[config.mk]
export PLATFORM = sky130hd
export DESIGN_NAME = usb_rx_field_ctrl
export DESIGN_NICKNAME = d
export VERILOG_FILES = /design/src/rtl/usb_rx_field_ctrl.sv
export SDC_FILE = /design/constraint.sdc
export NUM_CORES = 1
export LEC_CHECK = 0
export ABC_AREA = 1
export CORE_ASPECT_RATIO = 0.75
export CORE_UTILIZATION = 54
export CTS_BUF_LIST = sky130_fd_sc_hd__clkbuf_4 sky130_fd_sc_hd__clkbuf_8
export DETAILED_ROUTE_END_ITERATION = 10
export MAX_ROUTING_LAYER = met4
export PLACE_DENSITY = 0.78
export SYNTH_ARGS = -nofsm -noshare
export SYNTH_HDL_FRONTEND = slang
export SYNTH_SLANG_ARGS = --single-unit
export TNS_END_PERCENT = 30
[constraint.sdc]
create_clock -name gclk -period 1.7 [get_ports gclk]
set_input_delay 0.17 -clock gclk [delete_from_list [all_inputs] [get_ports gclk]]
set_output_delay 0.17 -clock gclk [all_outputs]
set_load 0.05 [all_outputs]
[src/rtl/usb_rx_field_ctrl.sv]
// -----------------------------------------------------------------------------
// usb_rx_field_ctrl
// USB 2.0 full-speed receive field sequencer, sitting right after the NRZI
// decoder. It finds SYNC, strips stuffed bits, decodes the PID and walks the
// packet fields, driving one-hot field qualifiers for the downstream CRC,
// address-match and data-sink stages.
//
// Parameters:
//   SYNC_MIN          minimum decoded zeros before the SYNC-ending 1 (3..7)
//
// Optional feature (compile-time macro):
//   USB_RX_PID_CHECK_EN  when defined, PID bits [7:4] must equal ~[3:0];
//                        a mismatch sends the packet to the error state.
//                        When undefined, decode uses PID bits [3:0] only.
//
// Ports:
//   gclk               in   12 MHz clock
//   reset_l            in   asynchronous active-low reset
//   rx_data_valid      in   decoded bit valid
//   rx_data            in   decoded bit
//   line_se0           in   SE0 on the bus (synchronous to gclk)
//   field_bit          out  de-stuffed bit (registered)
//   field_bit_valid    out  field_bit valid this cycle
//   idle_or_sync .. error  out  one-hot field qualifiers
//   pid_code           out  PID of current packet, first received bit in [0]
//   pkt_done           out  one-cycle pulse at the end of a good packet
// -----------------------------------------------------------------------------
module usb_rx_field_ctrl #(
    parameter int SYNC_MIN = 6
) (
    input  logic       gclk,
    input  logic       reset_l,
    input  logic       rx_data_valid,
    input  logic       rx_data,
    input  logic       line_se0,
    output logic       field_bit,
    output logic       field_bit_valid,
    output logic       idle_or_sync,
    output logic       pid,
    output logic       dev_address,
    output logic       end_point_address,
    output logic       crc5,
    output logic       frame_number,
    output logic       data_crc_eop,
    output logic       eop,
    output logic       error,
    output logic [3:0] pid_code,
    output logic       pkt_done
);

    typedef enum logic [3:0] {
        ST_IDLE_SYNC = 4'd0,
        ST_PID       = 4'd1,
        ST_ADDR      = 4'd2,
        ST_ENDP      = 4'd3,
        ST_CRC5      = 4'd4,
        ST_FRAME     = 4'd5,
        ST_DATA      = 4'd6,
        ST_EOP_WAIT  = 4'd7,
        ST_EOP       = 4'd8,
        ST_ERR       = 4'd9
    } state_e;

    // Bit positions inside the qualifier vector
    localparam int Q_IDLE  = 0;
    localparam int Q_PID   = 1;
    localparam int Q_ADDR  = 2;
    localparam int Q_ENDP  = 3;
    localparam int Q_CRC5  = 4;
    localparam int Q_FRAME = 5;
    localparam int Q_DATA  = 6;
    localparam int Q_EOP   = 7;
    localparam int Q_ERR   = 8;

    localparam logic [2:0] SYNC_MIN_C = 3'(SYNC_MIN);

    state_e      state_q, state_d;
    state_e      pid_next_s;
    logic [2:0]  zero_run_q, zero_run_d;
    logic [2:0]  ones_cnt_q, ones_cnt_d;
    logic [3:0]  field_cnt_q, field_cnt_d;
    logic [6:0]  pid_sr_q, pid_sr_d;
    logic [3:0]  pid_code_q, pid_code_d;
    logic        pid_ok_s;
    logic        stuff_s;
    logic        emit_s;
    logic        pkt_done_s;
    logic        field_bit_q, field_bit_d;
    logic        field_bit_valid_q;
    logic [8:0]  qual_q, qual_d;
    logic        pkt_done_q;

    // One-hot qualifier that a given state stands for
    function automatic logic [8:0] state_qual(input state_e s);
        logic [8:0] q;
        q = 9'd0;
        case (s)
            ST_IDLE_SYNC: q[Q_IDLE]  = 1'b1;
            ST_PID:       q[Q_PID]   = 1'b1;
            ST_ADDR:      q[Q_ADDR]  = 1'b1;
            ST_ENDP:      q[Q_ENDP]  = 1'b1;
            ST_CRC5:      q[Q_CRC5]  = 1'b1;
            ST_FRAME:     q[Q_FRAME] = 1'b1;
            ST_DATA:      q[Q_DATA]  = 1'b1;
            ST_EOP_WAIT:  q[Q_EOP]   = 1'b1;
            ST_EOP:       q[Q_EOP]   = 1'b1;
            default:      q[Q_ERR]   = 1'b1;
        endcase
        return q;
    endfunction

    // Index of the last bit of each fixed-length field
    function automatic logic [3:0] field_last(input state_e s);
        logic [3:0] n;
        case (s)
            ST_PID:   n = 4'd7;
            ST_ADDR:  n = 4'd6;
            ST_ENDP:  n = 4'd3;
            ST_CRC5:  n = 4'd4;
            ST_FRAME: n = 4'd10;
            default:  n = 4'd0;
        endcase
        return n;
    endfunction

    // PID decode, evaluated on the cycle the 8th PID bit arrives.
    // pid_sr_q then holds PID bits 0..6 and rx_data is bit 7.
    always_comb begin
`ifdef USB_RX_PID_CHECK_EN
        pid_ok_s = ({rx_data, pid_sr_q[6:4]} == ~pid_sr_q[3:0]);
`else
        pid_ok_s = 1'b1;
`endif
        if (!pid_ok_s) begin
            pid_next_s = ST_ERR;
        end else begin
            case (pid_sr_q[3:0])
                4'b0001, 4'b1001, 4'b1101: pid_next_s = ST_ADDR;
                4'b0101:                   pid_next_s = ST_FRAME;
                4'b0011, 4'b1011:          pid_next_s = ST_DATA;
                4'b0010, 4'b1010, 4'b1110: pid_next_s = ST_EOP_WAIT;
                default:                   pid_next_s = ST_ERR;
            endcase
        end
    end

    // Next-state and counter update logic
    always_comb begin
        state_d     = state_q;
        zero_run_d  = zero_run_q;
        ones_cnt_d  = ones_cnt_q;
        field_cnt_d = field_cnt_q;
        pid_sr_d    = pid_sr_q;
        pid_code_d  = pid_code_q;
        emit_s      = 1'b0;
        pkt_done_s  = 1'b0;
        // After six consecutive 1s the next consumed bit is a stuff bit
        stuff_s     = (ones_cnt_q == 3'd6);

        case (state_q)
            ST_IDLE_SYNC: begin
                // SE0 is ignored while hunting for SYNC
                if (rx_data_valid) begin
                    if (!rx_data) begin
                        if (zero_run_q != 3'd7) begin
                            zero_run_d = zero_run_q + 3'd1;
                        end else begin
                            zero_run_d = zero_run_q;
                        end
                    end else begin
                        zero_run_d = 3'd0;
                        if (zero_run_q >= SYNC_MIN_C) begin
                            state_d     = ST_PID;
                            ones_cnt_d  = 3'd1;
                            field_cnt_d = 4'd0;
                        end else begin
                            state_d = ST_IDLE_SYNC;
                        end
                    end
                end else begin
                    zero_run_d = zero_run_q;
                end
            end

            ST_PID, ST_ADDR, ST_ENDP, ST_CRC5, ST_FRAME: begin
                if (line_se0) begin
                    state_d = ST_ERR;
                end else if (!rx_data_valid) begin
                    state_d = ST_ERR;
                end else if (stuff_s) begin
                    if (rx_data) begin
                        state_d = ST_ERR;
                    end else begin
                        ones_cnt_d = 3'd0;
                    end
                end else begin
                    emit_s     = 1'b1;
                    ones_cnt_d = rx_data ? (ones_cnt_q + 3'd1) : 3'd0;
                    if (state_q == ST_PID) begin
                        pid_sr_d = {rx_data, pid_sr_q[6:1]};
                    end else begin
                        pid_sr_d = pid_sr_q;
                    end
                    if (field_cnt_q == field_last(state_q)) begin
                        field_cnt_d = 4'd0;
                        case (state_q)
                            ST_PID: begin
                                state_d    = pid_next_s;
                                pid_code_d = pid_sr_q[3:0];
                            end
                            ST_ADDR:  state_d = ST_ENDP;
                            ST_ENDP:  state_d = ST_CRC5;
                            ST_FRAME: state_d = ST_CRC5;
                            ST_CRC5:  state_d = ST_EOP_WAIT;
                            default:  state_d = ST_ERR;
                        endcase
                    end else begin
                        field_cnt_d = field_cnt_q + 4'd1;
                    end
                end
            end

            ST_DATA: begin
                if (line_se0) begin
                    state_d = ST_EOP;
                end else if (!rx_data_valid) begin
                    state_d = ST_ERR;
                end else if (stuff_s) begin
                    if (rx_data) begin
                        state_d = ST_ERR;
                    end else begin
                        ones_cnt_d = 3'd0;
                    end
                end else begin
                    emit_s     = 1'b1;
                    ones_cnt_d = rx_data ? (ones_cnt_q + 3'd1) : 3'd0;
                end
            end

            ST_EOP_WAIT: begin
                // Only a dropped stuff 0 may still arrive before SE0
                if (line_se0) begin
                    state_d = ST_EOP;
                end else if (!rx_data_valid) begin
                    state_d = ST_ERR;
                end else if (stuff_s && !rx_data) begin
                    ones_cnt_d = 3'd0;
                end else begin
                    state_d = ST_ERR;
                end
            end

            ST_EOP: begin
                if (!line_se0) begin
                    state_d     = ST_IDLE_SYNC;
                    pkt_done_s  = 1'b1;
                    ones_cnt_d  = 3'd0;
                    zero_run_d  = 3'd0;
                    field_cnt_d = 4'd0;
                end else begin
                    state_d = ST_EOP;
                end
            end

            ST_ERR: begin
                if (!rx_data_valid && !line_se0) begin
                    state_d     = ST_IDLE_SYNC;
                    ones_cnt_d  = 3'd0;
                    zero_run_d  = 3'd0;
                    field_cnt_d = 4'd0;
                end else begin
                    state_d = ST_ERR;
                end
            end

            default: begin
                state_d = ST_ERR;
            end
        endcase
    end

    // Output next-state: emitted bits carry the tag of the field they belong
    // to (the state they were consumed in); otherwise tag the new state.
    always_comb begin
        if (emit_s) begin
            field_bit_d = rx_data;
            qual_d      = state_qual(state_q);
        end else begin
            field_bit_d = field_bit_q;
            qual_d      = state_qual(state_d);
        end
    end

    // State register
    always_ff @(posedge gclk or negedge reset_l) begin
        if (!reset_l) begin
            state_q <= ST_IDLE_SYNC;
        end else begin
            state_q <= state_d;
        end
    end

    // Counters and PID capture
    always_ff @(posedge gclk or negedge reset_l) begin
        if (!reset_l) begin
            zero_run_q  <= 3'd0;
            ones_cnt_q  <= 3'd0;
            field_cnt_q <= 4'd0;
            pid_sr_q    <= 7'd0;
            pid_code_q  <= 4'd0;
        end else begin
            zero_run_q  <= zero_run_d;
            ones_cnt_q  <= ones_cnt_d;
            field_cnt_q <= field_cnt_d;
            pid_sr_q    <= pid_sr_d;
            pid_code_q  <= pid_code_d;
        end
    end

    // Registered outputs
    always_ff @(posedge gclk or negedge reset_l) begin
        if (!reset_l) begin
            field_bit_q       <= 1'b1;
            field_bit_valid_q <= 1'b0;
            qual_q            <= 9'b0_0000_0001;
            pkt_done_q        <= 1'b0;
        end else begin
            field_bit_q       <= field_bit_d;
            field_bit_valid_q <= emit_s;
            qual_q            <= qual_d;
            pkt_done_q        <= pkt_done_s;
        end
    end

    assign field_bit         = field_bit_q;
    assign field_bit_valid   = field_bit_valid_q;
    assign idle_or_sync      = qual_q[Q_IDLE];
    assign pid               = qual_q[Q_PID];
    assign dev_address       = qual_q[Q_ADDR];
    assign end_point_address = qual_q[Q_ENDP];
    assign crc5              = qual_q[Q_CRC5];
    assign frame_number      = qual_q[Q_FRAME];
    assign data_crc_eop      = qual_q[Q_DATA];
    assign eop               = qual_q[Q_EOP];
    assign error             = qual_q[Q_ERR];
    assign pid_code          = pid_code_q;
    assign pkt_done          = pkt_done_q;

endmodule

# Word-level counts from Yosys, hierarchy flattened
# Memory sizes are Yosys's and may differ from the RTL's.
# Index checks and enable logic that the tools add are counted.
# classes
n_addsub	3
n_lt_le_gt_ge	1
eq_ne	35
mux	76
bitwise_logic	2
reduce_logical	22
# op_table
cell	n
$mux W4	28
$mux W3	16
$eq A4 B3 Y1 const B	8
$pmux W4 S4	2
$mux W1	25
$ne A2 B2 Y1 const B	12
$pmux W4 S6	1
$pmux W4 S5	1
$reduce_or A9 Y1	2
$eq A4 B2 Y1 const B	4
$pmux W3 S5	1
$eq A4 B4 Y1 const B	3
$reduce_and A12 Y1	1
$reduce_and A5 Y1	2
$mux W9	1
$ne A3 B3 Y1 const B	3
$pmux W3 S3	1
$reduce_and A9 Y1	1
$eq A4 B1 Y1 const B	2
$logic_not A4 Y1	2
$add A3 B1 Y3 const B	2
$reduce_and A6 Y1	1
$reduce_or A2 Y1	3
$reduce_or A6 Y1	1
other kinds (12)	16
# word_totals
register_bits	37
romBits	64
in_bits	5
output_inout_bits	16
memories	1
# mem_list
memory	words	word_bits	read_ports	rd_ports_with_merged_regs	wr	line_no	text
(name not given)	16	4	1	0	0	137	case (pid_sr_q[3:0])

# Longest topological paths before layout
# Gate-level depths: netlist (run 1).
# depth
word_depth	16
ltp_mapped	18

# Worst setup path before layout (run 1)
# Ideal clock, no wire load.
# synth_path
path_type	reg-to-reg
startpoint	reg ones_cnt_q[0]
endpoint	reg qual_q[1]
setup_time_ns	0.078
t_arrival_ns	1.759
required_time_ns	1.622
path_slack_ns	-0.137
stages_incl_launch_ff	13
path_buffers	0
period_less_slack_ns	1.837
cell_sequence	dfrtp_1 > inv_1 > ha_1 > nand2_2 > inv_2 > nand2_1 > o21ai_1 > nand2_1 > a211oi_1 > nand2_2 > nor2_2 > nand2_1 > o21bai_1
# synth_between
elab_chain_len	9
# synth_rtl
element	line_no	text
start, declared	80	logic [2:0] ones_cnt_q, ones_cnt_d;
start signal, assigned	313	ones_cnt_q <= ones_cnt_d;
$eq A3 B3 Y1 (*)	158	stuff_s = (ones_cnt_q == 3'd6);
$logic_and A1 B1 Y1	246	end else if (stuff_s && !rx_data) begin
$mux W4	246	
$mux W4	244	end else if (!rx_data_valid) begin
$mux W4	242	if (line_se0) begin
$pmux W4 S6 (*)	160	case (state_q)
net state_d[3]	77	state_e state_q, state_d;
$eq A4 B1 Y1 (*)	97	case (s)
$mux W1 (*)	97	
$mux W9 (*)	285	if (emit_s) begin
net qual_d[1]	90	logic [8:0] qual_q, qual_d;
end signal, assigned	330	qual_q <= qual_d;
end, declared	90	
# The timed path passes the listed nets; every way through them passes the cells marked *.
# A chain may end at the register's enable or synchronous reset.

# Worst setup path after layout (run 1)
# layout_path
startpoint	reg state_q[3]
endpoint	reg qual_q[1]
# layout_between
elab_chain_len	15
# layout_rtl
element	line_no	text
start, declared	77	
start signal, assigned	299	state_q <= state_d;
$eq A4 B3 Y1, or another cell as far along	115, 160, 206	
$pmux W4 S5	115	case (s)
$mux W4	190	end else if (stuff_s) begin
$mux W4	188	end else if (!rx_data_valid) begin
$mux W4	186	if (line_se0) begin
$mux W4	160	
$eq A4 B4 Y1	204	if (field_cnt_q == field_last(state_q)) begin
$mux W4	204	
$mux W4	190	
$mux W4	188	
$mux W4	186	
$pmux W4 S6 (*)	160	
net state_d[0]	77	
$eq A4 B1 Y1 (*)	97	
$mux W1 (*)	97	
$mux W9 (*)	285	
net qual_d[1]	90	
# The timed path passes the listed nets; every way through them passes the cells marked *. The select of a mux whose other input is x is not followed.

==> results.cfg, run 1 <==
[placement]
io_buffers = 20
placed_area_um2 = 3100
place.gp.congestion = 0.940
dp_hpwl_mm = 4.80

[sta]
worst_slack_ns = -0.492
fin_skew_ns = 0.00328
tns_ns = -7.89
layout_min_cycle_time_ns = 2.19
setup_viol = 30
drv_slew = 0
period_share_pct = 129
max_freq_mhz = 456
tightest_slew_ns = 0.503
timing_hold_violations_final = 0
rsz0062_at_grt = true
relSlewSlack_pct = 66.3

[synth]
yosys-top-cells-count = 79 x nand2_1, 35 x dfrtp_1, 34 x nor2_1
synth_edf_count = 0
synth.avg_cell_area_um2 = 7.35
synth_area_leaders = dfrtp_1 38%, nand2_1 13%, ha_1 5.9%, o21ai_0 5.6%, nor2_1 5.5%
synth_most_common_cell = nand2_1
ys.flop_type = dfrtp_1
syn_area_um2 = 2320
synthArstFlopShare_pct = 100
ys_warn_count = 0
seq_area_frac_synth_pct = 40.0
synth_nets = 332
ys_ff_latch = 37
yosysTopAreaCellShare_pct = 37.7
synth_top_cell_by_area = dfrtp_1
syn_inst = 316
ys_types = 34

[clock_tree]
cts_buffers = 5
cts_max_level = 2
cts.reportedPaths.clkPinSlew_ns = 0.07
cts-root-buf = clkbuf_8
clock_sinks = 37
clock_latency_ns = 0.29
cts.path.max_buffers = 2
cts_tree = built

[pwr]
power.switching_mw = 2.34
switching_share_pct = 44.7
pwr-share-seq_pct = 25.4
power.leakage_nw = 1.86
ir_drop_mv = 1.03
p_per_area_nw_per_um2 = 1460
p_int_mw = 2.90
clock_power_share_pct = 15.4
p_comb_share_pct = 59.2

[status]
outcome = finished with violations
violations = negative setup slack

[detailed_routing]
first_iter_violations = 344
vias = 2805
drc = 0
ant_nets = 0
met1Wirelength_mm = 3.17
wl_per_cell_um = 16.9
wl_mm = 8.16
wl_met2_mm = 3.76
dr.pass1.iters = 6
highest_layer = met4
post_drt_via_cell_ratio = 5.81
wl_met3_um = 854

[setup_path]
cp-start-kind = flip-flop
end_kind = flip-flop
critPathRequiredTime_ns = 1.90
path_class = reg2reg
critPathMaxFanout = 7
worstReg2RegStart = state_q[3]
ff2ff_path_depth = 14
worstPathArrival_ns = 2.39
reg2reg_slack_ns = -0.49
reg2reg_to = qual_q[1]

[floorplan]
die_area_um2 = 4570
start_util_pct = 56.9
coreArea_um2 = 4080
dieHeight_um = 58.8
rows = 20
ios = 21
die_x_um = 77.7

[layout]
postLayoutCellArea_um2 = 3600
area_growth_pct = 54.9
fin_nets = 443
antenna_cells = 0
drive_gt1_share_pct = 41.4

[global_route]
grtUsageTotal_pct = 31.7
antenna_found_initial = 0
grt_first_pass_wirelength_mm = 10.6
grt_start_max_net_pins = 21
grt_pass1_vias = 2296
overflow = 0

[flow_run]
maxCapViolCount = 0

[worst_hold_path]
worstHoldPathType = in2async
final cells by class:
type | count | area [um2]
repair buffers | 107 | 882
inverters | 39 | 164
multi-input cells | 237 | 1430
clock inverters | 1 | 30.0
flip-flops and latches | 37 | 932
clock buffers | 7 | 90.1
well taps | 55 | 68.8
fillers | 186 | 482
worst max-delay path, stage by stage (launching register included):
cell and delay, ns:
dfrtp_2 0.49, inv_4 0.13, nand2_1 0.12, o21ai_2 0.18
nand2_2 0.10, nor2_4 0.16, nand2_2 0.11, nand2_1 0.08
nand3_1 0.07, nand2_1 0.09, nand2_2 0.09, nand2_2 0.12
buf_4 0.12, nand2_1 0.05, o21bai_1 0.18
registers in the layout, indices dropped and copies added (netlist names), 3 cells and up:
register / cells
pid_code: 4
field_cnt_q: 4
pid_sr_q: 7
state_q: 4
qual_q: 9
ones_cnt_q: 3
zero_run_q: 3
metal layers:
layer / GRT usage [%] / up-vias
li1: - / 1263
met1: 43.2 / 1268
met2: 47.5 / 217
met3: 5.89 / 57
met4: 11.3 / 0
met5: - / -
cell families after synthesis:
logic type / Yosys count / share of synthesized area [%]
buffers and inverters: 42 / 7.11
AND/OR/NAND/NOR: 173 / 34.2
flip-flops: 37 / 40.0
XOR/XNOR: 1 / 0.377
adder cells (fa/ha/maj): 11 / 5.93
AO/OA/AOI/OAI: 52 / 12.4
power groups by stage:
stage | sequential [mW] | combinational, mW | clock (mW)
after floorplan | 1.55 | 1.20 | 0
after global placement | 1.31 | 2.35 | 0
after detailed placement | 1.32 | 2.41 | 0
after CTS | 1.31 | 2.63 | 0.805
after global routing | 1.35 | 3.30 | 0.848
final | 1.33 | 3.10 | 0.808
stage by stage:
step	utilization [%]	hold slack (ns)	power [mW]	instances	setup slack, ns
after floorplan	-	-0.126	2.75	316	-0.0379
after global placement	76.0	0.123	3.66	453	-0.301
after detailed placement	76.0	0.129	3.72	453	-0.366
after CTS	82.9	0.351	4.75	473	-0.304
after global routing	88.2	0.383	5.50	483	-0.601
final	88.2	0.348	5.24	483	-0.492
how the worst max path moves through the flow:
stage,slack [ns],cells after the start,to,startpoint
final,-0.49,14,qual_q[1],state_q[3]
after global placement,-0.30,7,ones_cnt_q[1],line_se0
after floorplan,-0.04,14,qual_q[1],state_q[1]
after CTS,-0.30,14,qual_q[7],state_q[2]
after detailed placement,-0.37,14,qual_q[7],state_q[0]
after global routing,-0.60,15,qual_q[7],state_q[2]
placed cells by master, fill, tap and decap left out, drive strengths merged, types with 2 or more instances in the layout:
master / count
clkbuf: 7
a21boi: 2
o21ai: 33
nand2: 88
ha: 11
buf: 89
dfrtp: 35
nor3: 3
nor2: 41
nand4: 8
clkdlybuf4s50: 17
nand3: 26
or2: 3
inv: 38
nor4: 4
dfstp: 2
a21oi: 9
repair_timing:
action,4_1_cts,5_1_grt
gates resized for setup,23,44
endpoints found under the setup margin,26,35
setup buffers,11,10
hold buffers,1,0
pin swaps,14,18
endpoints found under the hold margin,17,0
cloned,0,0
No activity file was read; power rests on OpenSTA's default activity.
==> run 2, diff against run 1 <==
--- a/config.mk
+++ b/config.mk
@@ -7,6 +7,7 @@
 export LEC_CHECK = 0
 export ABC_AREA = 1
 export CORE_ASPECT_RATIO = 0.75
+export CORE_MARGIN = 2
 export CORE_UTILIZATION = 54
 export CTS_BUF_LIST = sky130_fd_sc_hd__clkbuf_4 sky130_fd_sc_hd__clkbuf_8
 export DETAILED_ROUTE_END_ITERATION = 10
==> results.cfg, run 2 (same netlist as run 1, synthesis figures left out) <==
[clock_tree]
cts.reportedPaths.clkPinSlew_ns = 0.08
cts_tree = built
cts_max_level = 2
cts_buffers = 5
clock_sinks = 37
cts.path.max_buffers = 2
cts-root-buf = clkbuf_8
clock_latency_ns = 0.29

[setup_path]
cp-start-kind = flip-flop
slowest_delay_ns = 0.50
path_class = reg2reg
critPathRequiredTime_ns = 1.88
critPathMaxFanout = 5
critPathMostFrequentCell = nor2_1
end_kind = flip-flop
cpLargestDelayFamily = simple AND/OR/NAND/NOR gates
path_cells = buf_4 -> nor2_4 -> buf_4 -> nor2_1 -> inv_1 -> nand2_1 -> nor3_2 -> nand2_2 -> nand2_2 -> nor2_2 -> nor2_1 -> nor2_1
worstPathArrival_ns = 2.25
cp_slowest_cell = dfrtp_2
critPathBufInv = 3

[pwr]
switching_share_pct = 45.9
p_int_mw = 2.62
total_power_mw = 4.84
ir_drop_mv = 1.11
clock_power_share_pct = 14.0
p_per_area_nw_per_um2 = 1410
power.leakage_nw = 1.77
pwr-share-seq_pct = 27.1
p_comb_share_pct = 58.9
power.switching_mw = 2.22

[sta]
period_share_pct = 122
holdWs_ns = 0.349
max_freq_mhz = 481
tns_ns = -5.46
setup_viol = 27
relSlewSlack_pct = 66.6
timing_hold_violations_final = 0
layout_min_cycle_time_ns = 2.08
tightest_slew_ns = 0.499
worst_slack_ns = -0.379
drv_slew = 0
rsz0062_at_grt = true
fin_skew_ns = 0.00758

[layout]
drive_gt1_share_pct = 38.2
top_register = qual_q
fillCellCount = 229
postLayoutCellArea_um2 = 3440
reg_top3 = qual_q (9), pid_sr_q (7)
final_common_cell = buf_4
area_growth_pct = 48.2
antenna_cells = 0
fin_nets = 429
largest_reg_flops = 9
final_cell_mix = 69 x buf_4, 64 x nand2_1, 31 x dfrtp_1, 26 x nor2_1, 23 x inv_1

[status]
violations = negative setup slack
outcome = finished with violations

[detailed_routing]
wl_per_cell_um = 15.4
ant_nets = 0
wl_mm = 7.22
post_drt_via_cell_ratio = 5.57
dr.pass1.iters = 7
first_iter_violations = 359
vias = 2614
drc = 0

[floorplan]
ios = 21
dieHeight_um = 60.8
die_area_um2 = 4850
start_util_pct = 56.9
coreArea_um2 = 4080
rows = 20
die_x_um = 79.7

[flow_run]
maxCapViolCount = 0

[global_route]
antenna_found_initial = 0
grt_first_pass_wirelength_mm = 10.8
overflow = 0
grt_pass1_vias = 2386
grt_start_max_net_pins = 20
grtUsageTotal_pct = 30.7

[placement]
placed_area_um2 = 3070
dp_hpwl_mm = 4.94
io_buffers = 20
place.gp.congestion = 0.975

[worst_hold_path]
worstHoldPathType = in2async
[run 2: cell count changes in the layout (fill, tap and decap cells not counted), moves of 3 or more]
cell,change
nor2_2,+4
nor2_4,-3
nand2_2,-8
buf_4,-15
nand2_1,+6
o21ai_2,-3
buf_6,+4
[run 2: cell type report]
| cell class | instances | area [um2] | share of cell area (%) |
|---|---|---|---|
| Inverter | 39 | 166 | 4.84 |
| Clock inverter | 1 | 5.00 | 0.145 |
| Multi-Input combinational cell | 237 | 1410 | 41.0 |
| Tap cell | 55 | 68.8 | 2.00 |
| Clock buffer | 7 | 96.3 | 2.80 |
| Sequential cell | 37 | 933 | 27.1 |
| Timing Repair Buffer | 93 | 759 | 22.1 |
[run 2: power groups by stage]
stage	clock network (mW)	logic (mW)	registers, mW
after floorplan	0	1.20	1.55
after global placement	0	2.35	1.30
after detailed placement	0	2.42	1.31
after CTS	0.683	2.51	1.30
after global routing	0.715	3.09	1.34
final	0.676	2.85	1.31
[run 2: final timing paths]
kind / from / to / slack (ns) / cells past startpoint
worst min register to register: pid_sr_q[6] / pid_sr_q[5] / 0.47 / 2
worst max register to register: state_q[2] / qual_q[7] / -0.38 / 12
worst max-delay path: state_q[2] / qual_q[7] / -0.38 / 12
worst min-delay path: reset_l / field_cnt_q[1] / 0.35 / 2
max in group asynchronous: reset_l / qual_q[0] / 0.75 / 3
min in group gclk: pid_sr_q[6] / pid_sr_q[5] / 0.47 / 2
[run 2: per-layer routing]
| metal | wire length [um] | track usage, % | vias to the layer above |
|---|---|---|---|
| met3 | 671 | 6.25 | 22 |
| li1 | - | - | 1234 |
| met4 | 130 | 9.11 | 0 |
| met2 | 3440 | 51.7 | 152 |
| met1 | 2980 | 37.8 | 1206 |
| met5 | 0 | - | - |
[run 2: timing repair]
| action | in CTS | in global routing |
|---|---|---|
| buffers inserted | 3 | 6 |
| hold buffers | 1 | 0 |
| endpoints found under the hold margin | 16 | 0 |
| gates resized for setup | 20 | 44 |
| endpoints found under the setup margin | 28 | 35 |
| gates cloned | 0 | 0 |
| pin swaps | 9 | 14 |
[run 2: through the flow]
| stage | cells | worst slack (ns) | utilization [%] |
|---|---|---|---|
| floorplan | 316 | -0.0379 | - |
| global placement | 451 | -0.316 | 75.3 |
| global route | 469 | -0.455 | 84.4 |
| finish | 469 | -0.379 | 84.4 |
| CTS | 463 | -0.274 | 79.9 |
| detailed placement | 451 | -0.383 | 75.3 |
==> run 3, diff against run 2 <==
--- a/config.mk
+++ b/config.mk
@@ -8,11 +8,11 @@
 export ABC_AREA = 1
 export CORE_ASPECT_RATIO = 0.75
 export CORE_MARGIN = 2
-export CORE_UTILIZATION = 54
+export CORE_UTILIZATION = 60
 export CTS_BUF_LIST = sky130_fd_sc_hd__clkbuf_4 sky130_fd_sc_hd__clkbuf_8
 export DETAILED_ROUTE_END_ITERATION = 10
 export MAX_ROUTING_LAYER = met4
-export PLACE_DENSITY = 0.78
+export PLACE_DENSITY = 0.82
 export SYNTH_ARGS = -nofsm -noshare
 export SYNTH_HDL_FRONTEND = slang
 export SYNTH_SLANG_ARGS = --single-unit
==> constraint.sdc (replaced) <==
create_clock -name gclk -period 2.34 [get_ports gclk]
set_input_delay 0.234 -clock gclk [delete_from_list [all_inputs] [get_ports gclk]]
set_output_delay 0.234 -clock gclk [all_outputs]
set_load 0.05 [all_outputs]
==> results.cfg, run 3 (same netlist as run 1, synthesis figures left out) <==
[detailed_routing]
dr.pass1.iters = 5
drc = 0
post_drt_via_cell_ratio = 5.52
wl_mm = 5.30
first_iter_violations = 150
ant_nets = 0
wl_per_cell_um = 13.4
vias = 2192

[layout]
top_register = qual_q
reg_top3 = qual_q (9), pid_sr_q (7)
fin_nets = 360
antenna_cells = 0
drive_gt1_share_pct = 13.6
largest_reg_flops = 9
area_growth_pct = 15.7
final_cell_mix = 79 x nand2_1, 34 x nor2_1, 34 x dfrtp_1, 30 x inv_1, 26 x o21ai_0
final_common_cell = nand2_1

[global_route]
grt_pass1_vias = 2031
grt_start_max_net_pins = 38
overflow = 0
antenna_found_initial = 0
grt_first_pass_wirelength_mm = 9.36
grtUsageTotal_pct = 28.5

[floorplan]
dieHeight_um = 57.9
start_util_pct = 63.0
die_area_um2 = 4390
die_x_um = 75.8
coreArea_um2 = 3680
ios = 21
rows = 19

[setup_path]
reg2reg_slack_ns = 0.20
ff2ff_path_depth = 11
critPathMaxFanout = 10
cp-start-kind = flip-flop
path_class = reg2reg
reg2reg_to = qual_q[7]
critPathRequiredTime_ns = 2.56
cp_slowest_cell = dfrtp_1
worstPathArrival_ns = 2.37
slowest_delay_ns = 0.48
worstReg2RegStart = state_q[3]
path_cells = inv_2 -> nand2_1 -> nor2_1 -> inv_1 -> o22ai_1 -> nand2_1 -> nand2_1 -> nand3_1 -> nor2_1 -> nor2_1 -> nor2_1
end_kind = flip-flop
critPathMostFrequentCell = nor2_1

[pwr]
total_power_mw = 2.78
ir_drop_mv = 0.618
p_per_area_nw_per_um2 = 1030
power.leakage_nw = 1.36

[placement]
place.gp.congestion = 0.975
dp_hpwl_mm = 4.13
io_buffers = 20

[sta]
layout_min_cycle_time_ns = 2.14
rsz0062_at_grt = false
tns_ns = 0
fin_skew_ns = 0.00811
period_share_pct = 91.6
setup_viol = 0
tightest_slew_ns = 0.768
timing_hold_violations_final = 0
drv_slew = 0
relSlewSlack_pct = 48.8
holdWs_ns = 0.0160
max_freq_mhz = 466

[clock_tree]
cts_max_level = 2
cts_setup_buffers = 0
hold_buffers = 0
cts_buffers = 5
cts.path.max_buffers = 2
cts_resized = 0
cts-root-buf = clkbuf_8
cts_tree = built
cts.reportedPaths.clkPinSlew_ns = 0.08
clock_latency_ns = 0.29
clock_sinks = 37

[flow_run]
maxCapViolCount = 0

[status]
outcome = finished, final reports clean

[worst_hold_path]
worstHoldPathType = in2async
==> run 3: cell count changes in the layout (fill, tap and decap cells not counted), moves of 6 or more <==
cell     change
nand2_4      -6
buf_4       -65
inv_1        +7
nand2_2      -9
nor2_1       +8
nand2_1     +15
==> run 3: how the worst max path moves through the flow <==
stage	startpoint	endpoint	slack (ns)	cells after the start
after floorplan	ones_cnt_q[0]	qual_q[1]	0.50	12
after global placement	line_se0	field_cnt_q[2]	0.20	9
after detailed placement	rx_data_valid	qual_q[1]	0.13	11
final	state_q[3]	qual_q[7]	0.20	11
after CTS	ones_cnt_q[0]	qual_q[1]	0.20	12
after global routing	state_q[3]	qual_q[7]	0.007	11
==> run 3: metal layers <==
layer | wire length (um) | GRT usage (%) | vias up | share of wire (%)
met1 | 2660 | 43.4 | 998 | 50
met5 | 0 | - | - | 0
met3 | 352 | 5.57 | 13 | 6.6
met4 | 65 | 6.02 | 0 | 1.2
li1 | - | - | 1095 | -
met2 | 2230 | 39.5 | 86 | 42
==> run 3: worst max-delay path: cells and delay by family, from the launching register on <==
kind / cells / cell delay (ns)
DFF: 1 / 0.48
and+or+nand+nor: 8 / 1.12
AOI/OAI and AO/OA: 1 / 0.15
buffers and inverters: 2 / 0.32
==> run 3: where the power goes <==
group / switching (mW) / internal (mW) / leakage [nW]
clock network: 0.224 / 0.205 / 0.0439
logic: 0.949 / 0.449 / 0.832
registers: 0.142 / 0.809 / 0.484
total: 1.31 / 1.46 / 1.36
==> run 3: final cells by class <==
type                       count  area (um2)
clock buffer                   5        68.8
clock inverter                 3        17.5
fill                         323         998
inverter                      39         146
multi-input combinational    237        1230
sequential                    37         930
tap                           52        65.1
timing repair buffer          24         225
==> run 3: per-stage QoR <==
| step | worst slack (ns) | instances | utilization [%] | area (um2) |
|---|---|---|---|---|
| floorplan | 0.503 | 316 | - | 2320 |
| global placement | 0.197 | 389 | 70.4 | 2590 |
| detailed placement | 0.127 | 389 | 70.4 | 2590 |
| CTS | 0.195 | 397 | 72.7 | 2680 |
| global route | 0.00707 | 397 | 72.9 | 2690 |
| finish | 0.195 | 397 | 72.9 | 2690 |
